File: config.mk
export PLATFORM = sky130hd
export DESIGN_NAME = pll_reconfig_ctrl
export DESIGN_NICKNAME = d
export VERILOG_FILES = /design/src/rtl/pll_reconfig_ctrl.sv
export SDC_FILE = /design/constraint.sdc
export NUM_CORES = 1
export LEC_CHECK = 0
export BUFFER_PORTS_ARGS = -buffer_cell sky130_fd_sc_hd__buf_4
export CAP_MARGIN = 20
export CORE_MARGIN = 3
export CORE_UTILIZATION = 50
export CTS_CLUSTER_DIAMETER = 100
export CTS_CLUSTER_SIZE = 20
export DETAILED_ROUTE_END_ITERATION = 16
export PLACE_DENSITY = 0.7
export SYNTH_ARGS = -nofsm -noshare
export SYNTH_HDL_FRONTEND = slang
export SYNTH_SLANG_ARGS = --single-unit
File: constraint.sdc
create_clock -name i_drp_clk -period 3.3 [get_ports i_drp_clk]
set_input_delay 0.495 -clock i_drp_clk [delete_from_list [all_inputs] [get_ports i_drp_clk]]
set_output_delay 0.495 -clock i_drp_clk [all_outputs]
set_load 0.02 [all_outputs]
File: src/rtl/pll_reconfig_ctrl.sv
// pll_reconfig_ctrl
//   DRP sequencer for the Amiga clock PLL. It switches the PLL between the PAL clock set
//   (113.46/28.37 MHz) and the NTSC clock set (114.58/28.65 MHz). While the PLL is held in reset,
//   it writes 12 full-word DRP registers from an internal table, then releases reset and waits
//   for lock. The PLL gives no DRP read data, so no read-modify-write is done.
//
// Parameters
//   RST_SETTLE    cycles pll_rst is held before the first write (>= 3 so the lock sync flushes)
//   RDY_TIMEOUT   max cycles from a write strobe to drp_ready before error
//   LOCK_TIMEOUT  max cycles from pll_rst release to synchronised lock before error
//
// Ports
//   i_drp_clk     sole clock (also the PLL DRP clock)
//   i_rst         synchronous active-high reset
//   i_ntsc_sel    requested mode, 1 = NTSC, 0 = PAL
//   i_pll_locked  PLL lock, asynchronous (2-flop synchronised here)
//   o_pll_rst     PLL reset
//   o_drp_enable  DRP enable strobe
//   o_drp_write   DRP write strobe
//   o_drp_addr    DRP register address
//   o_drp_data    DRP write data
//   i_drp_ready   DRP ready from the PLL
//   o_busy        sequence in progress
//   o_done        1-cycle pulse once the PLL has locked in the new mode
//   o_error       sticky DRP-ready or lock timeout; cleared only by i_rst
//   o_mode_ntsc   mode currently programmed; valid when busy = 0 and error = 0
module pll_reconfig_ctrl #(
  parameter int unsigned RST_SETTLE   = 4,
  parameter int unsigned RDY_TIMEOUT  = 64,
  parameter int unsigned LOCK_TIMEOUT = 100000
) (
  input  logic        i_drp_clk,
  input  logic        i_rst,
  input  logic        i_ntsc_sel,
  input  logic        i_pll_locked,
  output logic        o_pll_rst,
  output logic        o_drp_enable,
  output logic        o_drp_write,
  output logic [6:0]  o_drp_addr,
  output logic [15:0] o_drp_data,
  input  logic        i_drp_ready,
  output logic        o_busy,
  output logic        o_done,
  output logic        o_error,
  output logic        o_mode_ntsc
);

  localparam int unsigned NumRegs = 12;
  localparam int unsigned HoldW   = $clog2(RST_SETTLE + 1);
  localparam int unsigned RdyW    = $clog2(RDY_TIMEOUT + 1);
  localparam int unsigned LockW   = $clog2(LOCK_TIMEOUT + 1);

  // CLKOUT0: O0 = 13 (PAL, odd: 6/7 with edge bit) and O0 = 12 (NTSC, 6/6)
  localparam logic [15:0] Clk0R1Pal  = 16'h0187;
  localparam logic [15:0] Clk0R2Pal  = 16'h0080;
  localparam logic [15:0] Clk0R1Ntsc = 16'h0186;
  localparam logic [15:0] Clk0R2Ntsc = 16'h0000;
  // CLKOUT1: O1 = 52 (26/26) and O1 = 48 (24/24)
  localparam logic [15:0] Clk1R1Pal  = 16'h069A;
  localparam logic [15:0] Clk1R2Pal  = 16'h0000;
  localparam logic [15:0] Clk1R1Ntsc = 16'h0618;
  localparam logic [15:0] Clk1R2Ntsc = 16'h0000;
  // CLKFBOUT: M = 59 (29/30, edge) and M = 55 (27/28, edge)
  localparam logic [15:0] FbR1Pal    = 16'h075E;
  localparam logic [15:0] FbR2Pal    = 16'h0080;
  localparam logic [15:0] FbR1Ntsc   = 16'h06DC;
  localparam logic [15:0] FbR2Ntsc   = 16'h0080;
  // DIVCLK: D = 2 in both modes
  localparam logic [15:0] DivR       = 16'h0041;
  // Lock-detect words; both multipliers fall in the same lookup bucket
  localparam logic [15:0] Lock1      = 16'h03E8;
  localparam logic [15:0] Lock2      = 16'h0401;
  localparam logic [15:0] Lock3      = 16'h1BE9;
  // Loop-filter words
  localparam logic [15:0] Filt1Pal   = 16'h0800;
  localparam logic [15:0] Filt2Pal   = 16'h9000;
  localparam logic [15:0] Filt1Ntsc  = 16'h0800;
  localparam logic [15:0] Filt2Ntsc  = 16'h1900;

  typedef enum logic [2:0] {
    StInit,
    StIdle,
    StHold,
    StWrite,
    StWaitRdy,
    StRelease,
    StWaitLock,
    StError
  } state_e;

  // Returns {addr, data} for one table slot
  function automatic logic [22:0] tbl_word(input logic ntsc, input logic [3:0] idx);
    logic [22:0] w;
    w = '0;
    case (idx)
      4'd0:    w = {7'h08, ntsc ? Clk0R1Ntsc : Clk0R1Pal};
      4'd1:    w = {7'h09, ntsc ? Clk0R2Ntsc : Clk0R2Pal};
      4'd2:    w = {7'h0A, ntsc ? Clk1R1Ntsc : Clk1R1Pal};
      4'd3:    w = {7'h0B, ntsc ? Clk1R2Ntsc : Clk1R2Pal};
      4'd4:    w = {7'h14, ntsc ? FbR1Ntsc : FbR1Pal};
      4'd5:    w = {7'h15, ntsc ? FbR2Ntsc : FbR2Pal};
      4'd6:    w = {7'h16, DivR};
      4'd7:    w = {7'h18, Lock1};
      4'd8:    w = {7'h19, Lock2};
      4'd9:    w = {7'h1A, Lock3};
      4'd10:   w = {7'h4E, ntsc ? Filt1Ntsc : Filt1Pal};
      4'd11:   w = {7'h4F, ntsc ? Filt2Ntsc : Filt2Pal};
      default: w = '0;
    endcase
    return w;
  endfunction

  state_e            r_state, w_state_d;
  logic              r_req, w_req_d;
  logic              r_mode, w_mode_d;
  logic              r_done, w_done_d;
  logic [3:0]        r_idx, w_idx_d;
  logic [6:0]        r_addr;
  logic [15:0]       r_data;
  logic              w_load;
  logic [HoldW-1:0]  r_hold_cnt, w_hold_cnt_d;
  logic [RdyW-1:0]   r_rdy_cnt, w_rdy_cnt_d;
  logic [LockW-1:0]  r_lock_cnt, w_lock_cnt_d;
  logic              r_lock_s1, r_lock_s2;
  logic [22:0]       w_word;

  assign w_word = tbl_word(r_req, w_idx_d);

  always_comb begin
    w_state_d = r_state;
    w_req_d   = r_req;
    w_mode_d  = r_mode;
    w_done_d  = 1'b0;
    w_idx_d   = r_idx;
    w_load    = 1'b0;
    unique case (r_state)
      // After any reset the PLL may be half-written, so always reprogram it
      StInit: begin
        w_req_d   = i_ntsc_sel;
        w_state_d = StHold;
      end
      StIdle: begin
        if (i_ntsc_sel != r_mode) begin
          w_req_d   = i_ntsc_sel;
          w_state_d = StHold;
        end
      end
      StHold: begin
        w_idx_d = '0;
        if (r_hold_cnt == HoldW'(RST_SETTLE - 1)) begin
          w_state_d = StWrite;
          w_load    = 1'b1;
        end
      end
      StWrite: w_state_d = StWaitRdy;
      StWaitRdy: begin
        if (i_drp_ready) begin
          if (r_idx == 4'(NumRegs - 1)) begin
            w_state_d = StRelease;
          end else begin
            w_idx_d   = r_idx + 4'd1;
            w_state_d = StWrite;
            w_load    = 1'b1;
          end
        end else if (r_rdy_cnt == RdyW'(RDY_TIMEOUT - 1)) begin
          w_state_d = StError;
        end
      end
      StRelease: w_state_d = StWaitLock;
      StWaitLock: begin
        if (r_lock_s2) begin
          w_done_d  = 1'b1;
          w_mode_d  = r_req;
          w_state_d = StIdle;
        end else if (r_lock_cnt == LockW'(LOCK_TIMEOUT - 1)) begin
          w_state_d = StError;
        end
      end
      StError: w_state_d = StError;
      default: w_state_d = StError;
    endcase
  end

  // Per-state timeout counters: zero outside their state, saturating inside it
  always_comb begin
    w_hold_cnt_d = '0;
    w_rdy_cnt_d  = '0;
    w_lock_cnt_d = '0;
    if (r_state == StHold) begin
      w_hold_cnt_d = (r_hold_cnt == HoldW'(RST_SETTLE)) ? r_hold_cnt : r_hold_cnt + 1'b1;
    end
    if (r_state == StWaitRdy) begin
      w_rdy_cnt_d = (r_rdy_cnt == RdyW'(RDY_TIMEOUT)) ? r_rdy_cnt : r_rdy_cnt + 1'b1;
    end
    if (r_state == StWaitLock) begin
      w_lock_cnt_d = (r_lock_cnt == LockW'(LOCK_TIMEOUT)) ? r_lock_cnt : r_lock_cnt + 1'b1;
    end
  end

  always_ff @(posedge i_drp_clk) begin
    if (i_rst) begin
      r_state    <= StInit;
      r_req      <= 1'b0;
      r_mode     <= 1'b0;
      r_done     <= 1'b0;
      r_idx      <= '0;
      r_addr     <= '0;
      r_data     <= '0;
      r_hold_cnt <= '0;
      r_rdy_cnt  <= '0;
      r_lock_cnt <= '0;
      r_lock_s1  <= 1'b0;
      r_lock_s2  <= 1'b0;
    end else begin
      r_state    <= w_state_d;
      r_req      <= w_req_d;
      r_mode     <= w_mode_d;
      r_done     <= w_done_d;
      r_idx      <= w_idx_d;
      r_hold_cnt <= w_hold_cnt_d;
      r_rdy_cnt  <= w_rdy_cnt_d;
      r_lock_cnt <= w_lock_cnt_d;
      r_lock_s1  <= i_pll_locked;
      r_lock_s2  <= r_lock_s1;
      // Address/data only change when a write is about to be issued
      if (w_load) begin
        r_addr <= w_word[22:16];
        r_data <= w_word[15:0];
      end
    end
  end

  assign o_pll_rst    = !((r_state == StRelease) || (r_state == StWaitLock) ||
                          (r_state == StIdle));
  assign o_drp_enable = (r_state == StWrite);
  assign o_drp_write  = (r_state == StWrite);
  assign o_drp_addr   = r_addr;
  assign o_drp_data   = r_data;
  assign o_busy       = !((r_state == StIdle) || (r_state == StError));
  assign o_done       = r_done;
  assign o_error      = (r_state == StError);
  assign o_mode_ntsc  = r_mode;

endmodule

==> impl_results.md, run 1 <==
- Outcome: completed
- Gp weighted congestion: 0.923
- # hold bufs at CTS: 0
- Pwr/cell area: 551 mW/mm^2
- DR WL/cell: 13.5 um
- Mapped cell area: approximately 0.0029 mm^2
- Post-Layout Cell Count: between 400 and 500
- Core outline area: 0.00557 mm^2
- Setup crit start kind: flip-flop
- Post-synth top area share: between 30% and 40%
- Slowest CP cell: a221oi_1
- Area after DPL: 0.00316 mm^2
- Clk root buf: clkbuf_8
- WP data arrival: around 2800 ps
- FMAX: 390 MHz
- Largest net degree at the start of global routing: 34
- Post-synthesis cell type count: 51
- Drt pass-1 iters: 4
- CTS Sinks: 58
- Seq cells post-synth: 58
- Commonest cells in the netlist: dfxtp_1, nor2_1, nand2_1, a21oi_1, nand3_1
- Vias in the first global route: about 2,400
- Final nets: 400
- Kind of critical path: flip-flop to flip-flop
- Vias post-DR: 2,627
- LEAKAGE: 0.00120 uW
- Largest area contributor in the netlist: dfxtp_1
- TritonCTS clock tree: yes
- Crit path cell chain: o21bai_1 > a221oi_1 > o21ai_0 > a221oi_1 > nor3_1
- Final setup skew: roughly 5.0 ps
- Hold Violations, Final: 0
- Min Hold Slack: 382 ps
- Worst Tran Pin Value: 1030 ps
- Syn Area/Cell: 8.08 um^2
- Crit Path Max Fanout: 20
- Clock buffer count from CTS: 9
- Clk slew on worst S/H paths: 60 ps
- P&R area growth vs syn: 15.9%
- Relative slew margins: 31.0%
- # setup viols final: 0
- Die Height: 82.3 um
- H-tree depth: 3
- Tmin final: roughly 2600 ps
- Total wire length: approximately 6300 um
- Period utilization: 77.7%
- Peak VDD IR: 0.297 mV
- Post-CTS Setup Repair Bufs: 0
- Antenna Cells: 0
- Clk buf depth: 2
- Final Slew Violations: 0
- Hpwl dp: 4330 um
- Final Power: 1860 uW
- RSZ-0062 raised after global routing: no
- Initial Utilization: 52.2%
- IO Pins: 35
- Die X: 82.3 um
- Final TNS setup: 0 ps
- Hold WC Path Type: input port to flip-flop
- Initial antenna violation count: 0
- Synth Warn #: 0
- Max cap viols: 0
- Synthesized instance count: 360
- Clk_lat worst skew: 330 ps
- Full die area: just under 0.007 mm^2
- Async S/R FF share, synth: 0%
- First-pass GRT wire length: between 10,000 and 15,000 um
- Num rows: 27
- Vias per inst: 5.67
- Max incr delay on CP: approximately 930 ps
- Placed cell count: 447
- Gr usage total: 20.2%
- Initial drt markers: 123
- Most common cell on crit path: a221oi_1
- Post-CTS sizing: 0
- Synth area leaders: dfxtp_1, nor2_1, a21oi_1, ha_1, xor2_1
- Final Instance Area: 0.00337 mm^2
- Antenna-violating nets left: 0
- Sequential area share after synthesis: between 30% and 40%
- CP Capture Type: flip-flop
- Worst Path Required: 3500 ps
- Layout cell share with drive strength beyond 1: 14.1%
- Main synth FF type: dfxtp_1
- # DRC: 0
- # port buffers: 31
- Global route total overflow: 0
- Number of synthesized flops with an enable pin: 0
flip-flops by register name, summed over array words and instances (netlist names):
signal / cells
r_state: 3
r_lock_cnt: 17
r_rdy_cnt: 7
o_drp_data: 13
r_req: 1
r_lock_s2: 1
o_drp_addr: 6
r_idx: 4
o_mode_ntsc: 1
o_done: 1
r_lock_s1: 1
r_hold_cnt: 3
through the flow:
stage	util, %	worst slack, ps
after floorplan	-	966
after global placement	56.7	699
after detailed placement	56.7	617
after CTS	60.4	579
after global routing	60.5	510
final	60.5	737
layout by cell type (no fill, tap or decap), types with 3 or more instances in the layout:
| cell | netlist | layout |
|---|---|---|
| nor2_1 | 58 | 58 |
| dfxtp_1 | 58 | 58 |
| buf_4 | 7 | 36 |
| nand2_1 | 24 | 24 |
| a21oi_1 | 23 | 23 |
| nand3_1 | 19 | 19 |
| o21ai_0 | 15 | 15 |
| nor3_1 | 15 | 15 |
| inv_1 | 12 | 12 |
| clkbuf_8 | 0 | 12 |
| xor2_1 | 11 | 11 |
| xnor2_1 | 10 | 10 |
| or3_1 | 9 | 9 |
| ha_1 | 8 | 8 |
| nor4_1 | 7 | 7 |
| nor2b_1 | 5 | 5 |
| nand4_1 | 5 | 5 |
| a221oi_1 | 5 | 5 |
| nand2b_1 | 4 | 4 |
| and2_1 | 3 | 3 |
| and4_1 | 3 | 3 |
| mux2i_1 | 3 | 3 |
| a311oi_1 | 3 | 3 |
| nand4b_1 | 3 | 3 |
| a31oi_1 | 3 | 3 |
| or4_1 | 3 | 3 |
| conb_1 | 1 | 3 |
final timing paths:
kind,cells after the start,start,end,slack (ps)
setup / recovery,5,r_state[1],o_drp_addr[1],740
hold / removal,2,i_pll_locked,r_lock_s1,380
setup reg to reg,5,r_state[1],o_drp_addr[1],740
hold reg to reg,1,r_lock_s1,r_lock_s2,450
power breakdown:
group | internal, uW | switching [uW]
logic | 150 | 221
clock network | 406 | 267
registers | 742 | 74.4
total | 1300 | 562
cell families after synthesis:
family	Yosys count	share of synthesized area, %
compound gates	69	15.4
simple gates	164	27.9
buf+inv	35	5.55
other cells	1	0.129
mux	4	1.42
flops	58	39.9
fa+ha+maj	8	3.44
xor+xnor	21	6.32
layer usage:
layer / track usage, % / routed length, um / vias up
met5: 0 / 0 / -
met4: 9.14 / 111 / 0
met3: 5.42 / 368 / 11
met2: 32.0 / 2930 / 82
met1: 25.7 / 2850 / 1205
li1: - / - / 1329
final cells by class:
class	count	area, um^2
well taps	72	90.1
inverters	12	45.0
clock inverters	2	35.0
multi-input cells	269	1600
clock buffers	13	169
flip-flops and latches	58	1160
fillers	500	2200
repair buffers	37	278
critical path, delay by kind of cell, from the launching register on:
family	cells	cell delay (ps)
compound gates	4	1670
flops	1	680
simple gates	1	80
Power figures use the tool's default switching activity.
==> run 2: changes to the inputs <==
==> constraint.sdc (replaced) <==
create_clock -name i_drp_clk -period 2.4 [get_ports i_drp_clk]
set_input_delay 0.36 -clock i_drp_clk [delete_from_list [all_inputs] [get_ports i_drp_clk]]
set_output_delay 0.36 -clock i_drp_clk [all_outputs]
set_load 0.02 [all_outputs]
==> impl_results.md, run 2 (synthesis results as in run 1) <==
- Drt pass-1 iters: 4
- # setup viols final: 0
- RSZ-0062 raised after global routing: yes
- Largest net degree at the start of global routing: 34
- CTS Sinks: 58
- Commonest non-fill, non-tap cell in the layout: nor2_1
- Clk_lat worst skew: 340 ps
- Filler cells: 492
- Antenna-violating nets left: 0
- # port buffers: 31
- Hold Violations, Final: 0
- Outcome: completed
- Gr usage total: between 20% and 30%
- DR WL/cell: about 14 um
- Total wire length: 6700 um
- Clk root buf: clkbuf_8
- Clk buf depth: 2
- Peak VDD IR: 0.420 mV
- CP Capture Type: flip-flop
- Most frequent cells in the layout: nor2_1, dfxtp_1, buf_4, nand2_1, a21oi_1
- TritonCTS clock tree: yes
- Tmin final: between 2000 and 2500 ps
- H-tree depth: 3
- Vias post-DR: 2,710
- Die Height: 82.3 um
- Worst Path Required: about 2700 ps
- Layout cell share with drive strength beyond 1: around a fifth
- Kind of critical path: flip-flop to flip-flop
- Vias in the first global route: 2,498
- Final nets: 416
- Max cap viols: 0
- First-pass GRT wire length: 11,300 um
- LEAKAGE: roughly 0.0013 uW
- Clock buffer count from CTS: 9
- WP data arrival: 2670 ps
- Initial Utilization: 52.2%
- Crit Path Max Fanout: 5
- FMAX: between 400 and 500 MHz
- Vias per inst: 5.65
- Global route total overflow: 0
- IO Pins: 35
- Antenna Cells: 0
- Core outline area: 0.00557 mm^2
- Largest reg by FF count: r_lock_cnt
- P&R area growth vs syn: 22.0%
- Die X: 82.3 um
- Final Slew Violations: 0
- Period utilization: 99.8%
- Gp weighted congestion: 0.896
- Final setup skew: about 12 ps
- Initial drt markers: 121
- Relative slew margins: 56.7%
- Max FFs per register: 17
- Full die area: around 0.0068 mm^2
- Hpwl dp: about 4600 um
- Initial antenna violation count: 0
- Final TNS setup: 0 ps
- Hold WC Path Type: input port to flip-flop
- Setup crit start kind: flip-flop
- Clk slew on worst S/H paths: 70 ps
- Pwr/cell area: 779 mW/mm^2
- Num rows: 27
- Area after DPL: 0.00328 mm^2
- Worst Tran Pin Value: between 600 and 700 ps
- # DRC: 0
- Final Instance Area: 0.00355 mm^2
-- run 2: cell count changes in the layout (fill, tap and decap cells not counted), sizes merged --
cell / change
buf: +17
clkbuf: -3
bufinv: +1
clkinv: +1
clkinvlp: +1
-- run 2: metal layers --
| layer | vias to the layer above | GRT usage [%] | share of wire (%) | wire (um) |
|---|---|---|---|---|
| met5 | - | 0 | 0 | 0 |
| met4 | 0 | 8.14 | 2.2 | 147 |
| met3 | 11 | 6.40 | 5.6 | 377 |
| met2 | 82 | 34.6 | 47 | 3160 |
| met1 | 1264 | 27.2 | 45 | 3020 |
| li1 | 1353 | - | - | - |
-- run 2: area by class of cell --
class                           instances  area (um^2)  area share, %
Tap cell                               72         90.1           2.54
Clock buffer                           11          141           3.98
Clock inverter                          5         77.6           2.18
Sequential cell                        58         1160           32.8
Timing Repair Buffer                   53          398           11.2
Multi-Input combinational cell        269         1640           46.1
Inverter                               12         45.0           1.27
-- run 2: metrics by stage --
stage                     total power (uW)  hold WS [ps]  worst slack, ps  utilization [%]  instances
after global placement                1720           416             15.4             58.9        463
final                                 2770           239             5.53             63.7        480
after detailed placement              1720           429            -60.9             58.9        463
after CTS                             2760           227             3.27             63.2        480
after floorplan                       1520           414             65.7                -        362
after global routing                  2910           273            -57.9             63.7        480
-- run 2: power by group --
| group | total [uW] | switching [uW] | internal, uW |
|---|---|---|---|
| clock network | 1000 | 394 | 609 |
| registers | 1100 | 73.9 | 1020 |
| logic | 667 | 376 | 291 |
-- run 2: path summary, 6_finish.rpt --
kind / from / cells after the start / slack (ps) / endpoint
max: r_lock_cnt[11] / 6 / 6 / r_state[0]
min: i_pll_locked / 2 / 240 / r_lock_s1
max reg2reg: r_lock_cnt[11] / 6 / 6 / r_state[0]
min reg2reg: r_lock_s1 / 1 / 440 / r_lock_s2
-- run 2: critical path, stage by stage, from the launching register on --
cell      delay, ps
dfxtp_2         340
or4_1           500
or4_4           430
or3_4           360
a211oi_4        240
mux2_4          320
a21oi_1         130
-- run 2: timing repair --
| action | CTS | global route |
|---|---|---|
| gates resized for setup | 4 | 8 |
| setup buffers | 1 | 0 |
| hold buffers | 0 | 0 |
| setup endpoints to repair | 1 | 6 |
| pin swaps | 1 | 0 |
==> run 3: changes to the inputs <==
--- a/config.mk
+++ b/config.mk
@@ -12,7 +12,7 @@
 export CTS_CLUSTER_DIAMETER = 100
 export CTS_CLUSTER_SIZE = 20
 export DETAILED_ROUTE_END_ITERATION = 16
-export PLACE_DENSITY = 0.7
+export PLACE_DENSITY_LB_ADDON = 0.05
 export SYNTH_ARGS = -nofsm -noshare
 export SYNTH_HDL_FRONTEND = slang
 export SYNTH_SLANG_ARGS = --single-unit
==> impl_results.md, run 3 (synthesis results as in run 1) <==
- Outcome: complete, but fails checks
- Failing checks: setup timing
- LEAKAGE: 0.00131 uW
- RSZ-0062 raised after global routing: yes
- Peak VDD IR: between 0.4 and 0.5 mV
- Max incr delay on CP: 510 ps
- Filler cells: 498
- Largest reg by FF count: r_lock_cnt
- Hpwl dp: 4640 um
- Vias post-DR: 2,683
- Internal power: between 1500 and 2000 uW
- Die X: 82.3 um
- CTS Sinks: 58
- First-pass GRT wire length: 11,000 um
- Final Instance Area: 0.00356 mm^2
- Crit Path Max Fanout: 5
- Final TNS setup: -5.25 ps
- Sw Ratio: 30.0%
- R2r setup slk: -5 ps
- Clock buffer count from CTS: 9
- Final setup margin: -5.25 ps
- Commonest non-fill, non-tap cell in the layout: nor2_1
- Drt pass-1 iters: 5
- TritonCTS clock tree: yes
- IO Pins: 35
- Gr usage total: around a fifth
- Initial drt markers: ~110
- Slowest CP cell: or4_1
- Setup crit start kind: flip-flop
- Max cap viols: 0
- Kind of critical path: flip-flop to flip-flop
- Largest net degree at the start of global routing: 34
- Initial Utilization: 52.2%
- Relative slew margins: 52.4%
- Worst slack, placed: -51.9 ps
- Crit path cell chain: or4_1 > or4_4 > or3_4 > a211oi_4 > mux2_2 > a21oi_2
- Tmin final: 2410 ps
- P&R area growth vs syn: 22.4%
- Full die area: 0.00677 mm^2
- # port buffers: 31
- Pwr/cell area: 768 mW/mm^2
- Flop pwr share: 40.1%
- Layout cell share with drive strength beyond 1: 19.7%
- Die Height: between 80 and 90 um
- Vias per inst: 5.54
- Clk_lat worst skew: about 340 ps
- Vias in the first global route: 2,413
- Hold Violations, Final: 0
- Most frequent cells in the layout: nor2_1, buf_4, dfxtp_1, nand2_1, a21oi_1
- Min Hold Slack: 231 ps
- Antenna-violating nets left: 0
- DR WL/cell: 13.7 um
- # DRC: 0
- Area after DPL: 0.00331 mm^2
- WP data arrival: 2680 ps
- Final Slew Violations: 0
- Total wire length: 6620 um
- Worst Path Required: 2680 ps
- Clk network pwr share: 35.3%
- Clk buf depth: 2
- # setup viols final: 1
- Hold WC Path Type: input port to flip-flop
- Final setup skew: between 7 and 8 ps
- Delay-heaviest family, CP: simple AND/OR/NAND/NOR gates
- Clk slew on worst S/H paths: ~60 ps
- Global route total overflow: 0
- Initial antenna violation count: 0
- Logic pwr share: 24.6%
- Core outline area: 0.00557 mm^2
- NetSw: 820 uW
- Final nets: 420
- Max FFs per register: 17
- Worst Tran Pin Value: roughly 700 ps
- CP Capture Type: flip-flop
- Period utilization: 100%
- Antenna Cells: 0
- Gp weighted congestion: around 0.92
- Buf/Inv on CP: 0
- # hold bufs at CTS: 0
- FMAX: 416 MHz
- Num rows: 27
- Clk root buf: clkbuf_8
- H-tree depth: 3
[run 3: worst register-to-register path: stages (launching register included)]
cell and delay (ps):
dfxtp_1 330, or4_1 510, or4_4 430, or3_4 360, a211oi_4 230, mux2_2 370
a21oi_2 120
[run 3: path summary, 6_finish.rpt]
| path | from | end | depth (start not counted) |
|---|---|---|---|
| worst min-delay path | i_pll_locked | r_lock_s1 | 2 |
| worst min register to register | r_lock_s1 | r_lock_s2 | 1 |
| worst max-delay path | r_lock_cnt[11] | r_state[0] | 6 |
| worst max register to register | r_lock_cnt[11] | r_state[0] | 6 |
[run 3: what timing repair did]
item | CTS | global route
gates resized for setup | 1 | 6
buffers inserted | 1 | 0
pin swaps | 1 | 0
gates cloned | 0 | 0
endpoints found under the setup margin | 1 | 10
[run 3: area by class of cell]
class / count / area (um^2) / share of cell area, %
Clock inverter: 1 / 30.0 / 0.843
Tap cell: 72 / 90.1 / 2.53
Timing Repair Buffer: 57 / 428 / 12.0
Inverter: 12 / 45.0 / 1.26
Multi-Input combinational cell: 269 / 1620 / 45.5
Clock buffer: 15 / 186 / 5.23
Sequential cell: 58 / 1160 / 32.6
[run 3: routing by layer]
layer	up-vias	part of all wire [%]	global-route usage [%]
met3	14	3.7	3.69
met1	1246	47	27.0
li1	1372	-	-
met2	51	47	33.3
met5	-	0	0
met4	0	2.2	11.1
[run 3: power groups by stage]
| stage | registers [uW] | logic, uW | clock network, uW |
|---|---|---|---|
| floorplan | 1100 | 424 | 0 |
| global route | 1110 | 738 | 1030 |
| detailed placement | 1120 | 624 | 0 |
| CTS | 1090 | 644 | 987 |
| finish | 1100 | 673 | 965 |
| global placement | 1120 | 627 | 0 |
[run 3: stage by stage]
stage                     total power [uW]  std cells  utilization (%)
final                                 2740        484             63.9
after global routing                  2870        484             63.9
after CTS                             2730        484             63.5
after detailed placement              1740        467             59.4
after global placement                1740        467             59.4
after floorplan                       1520        362                -
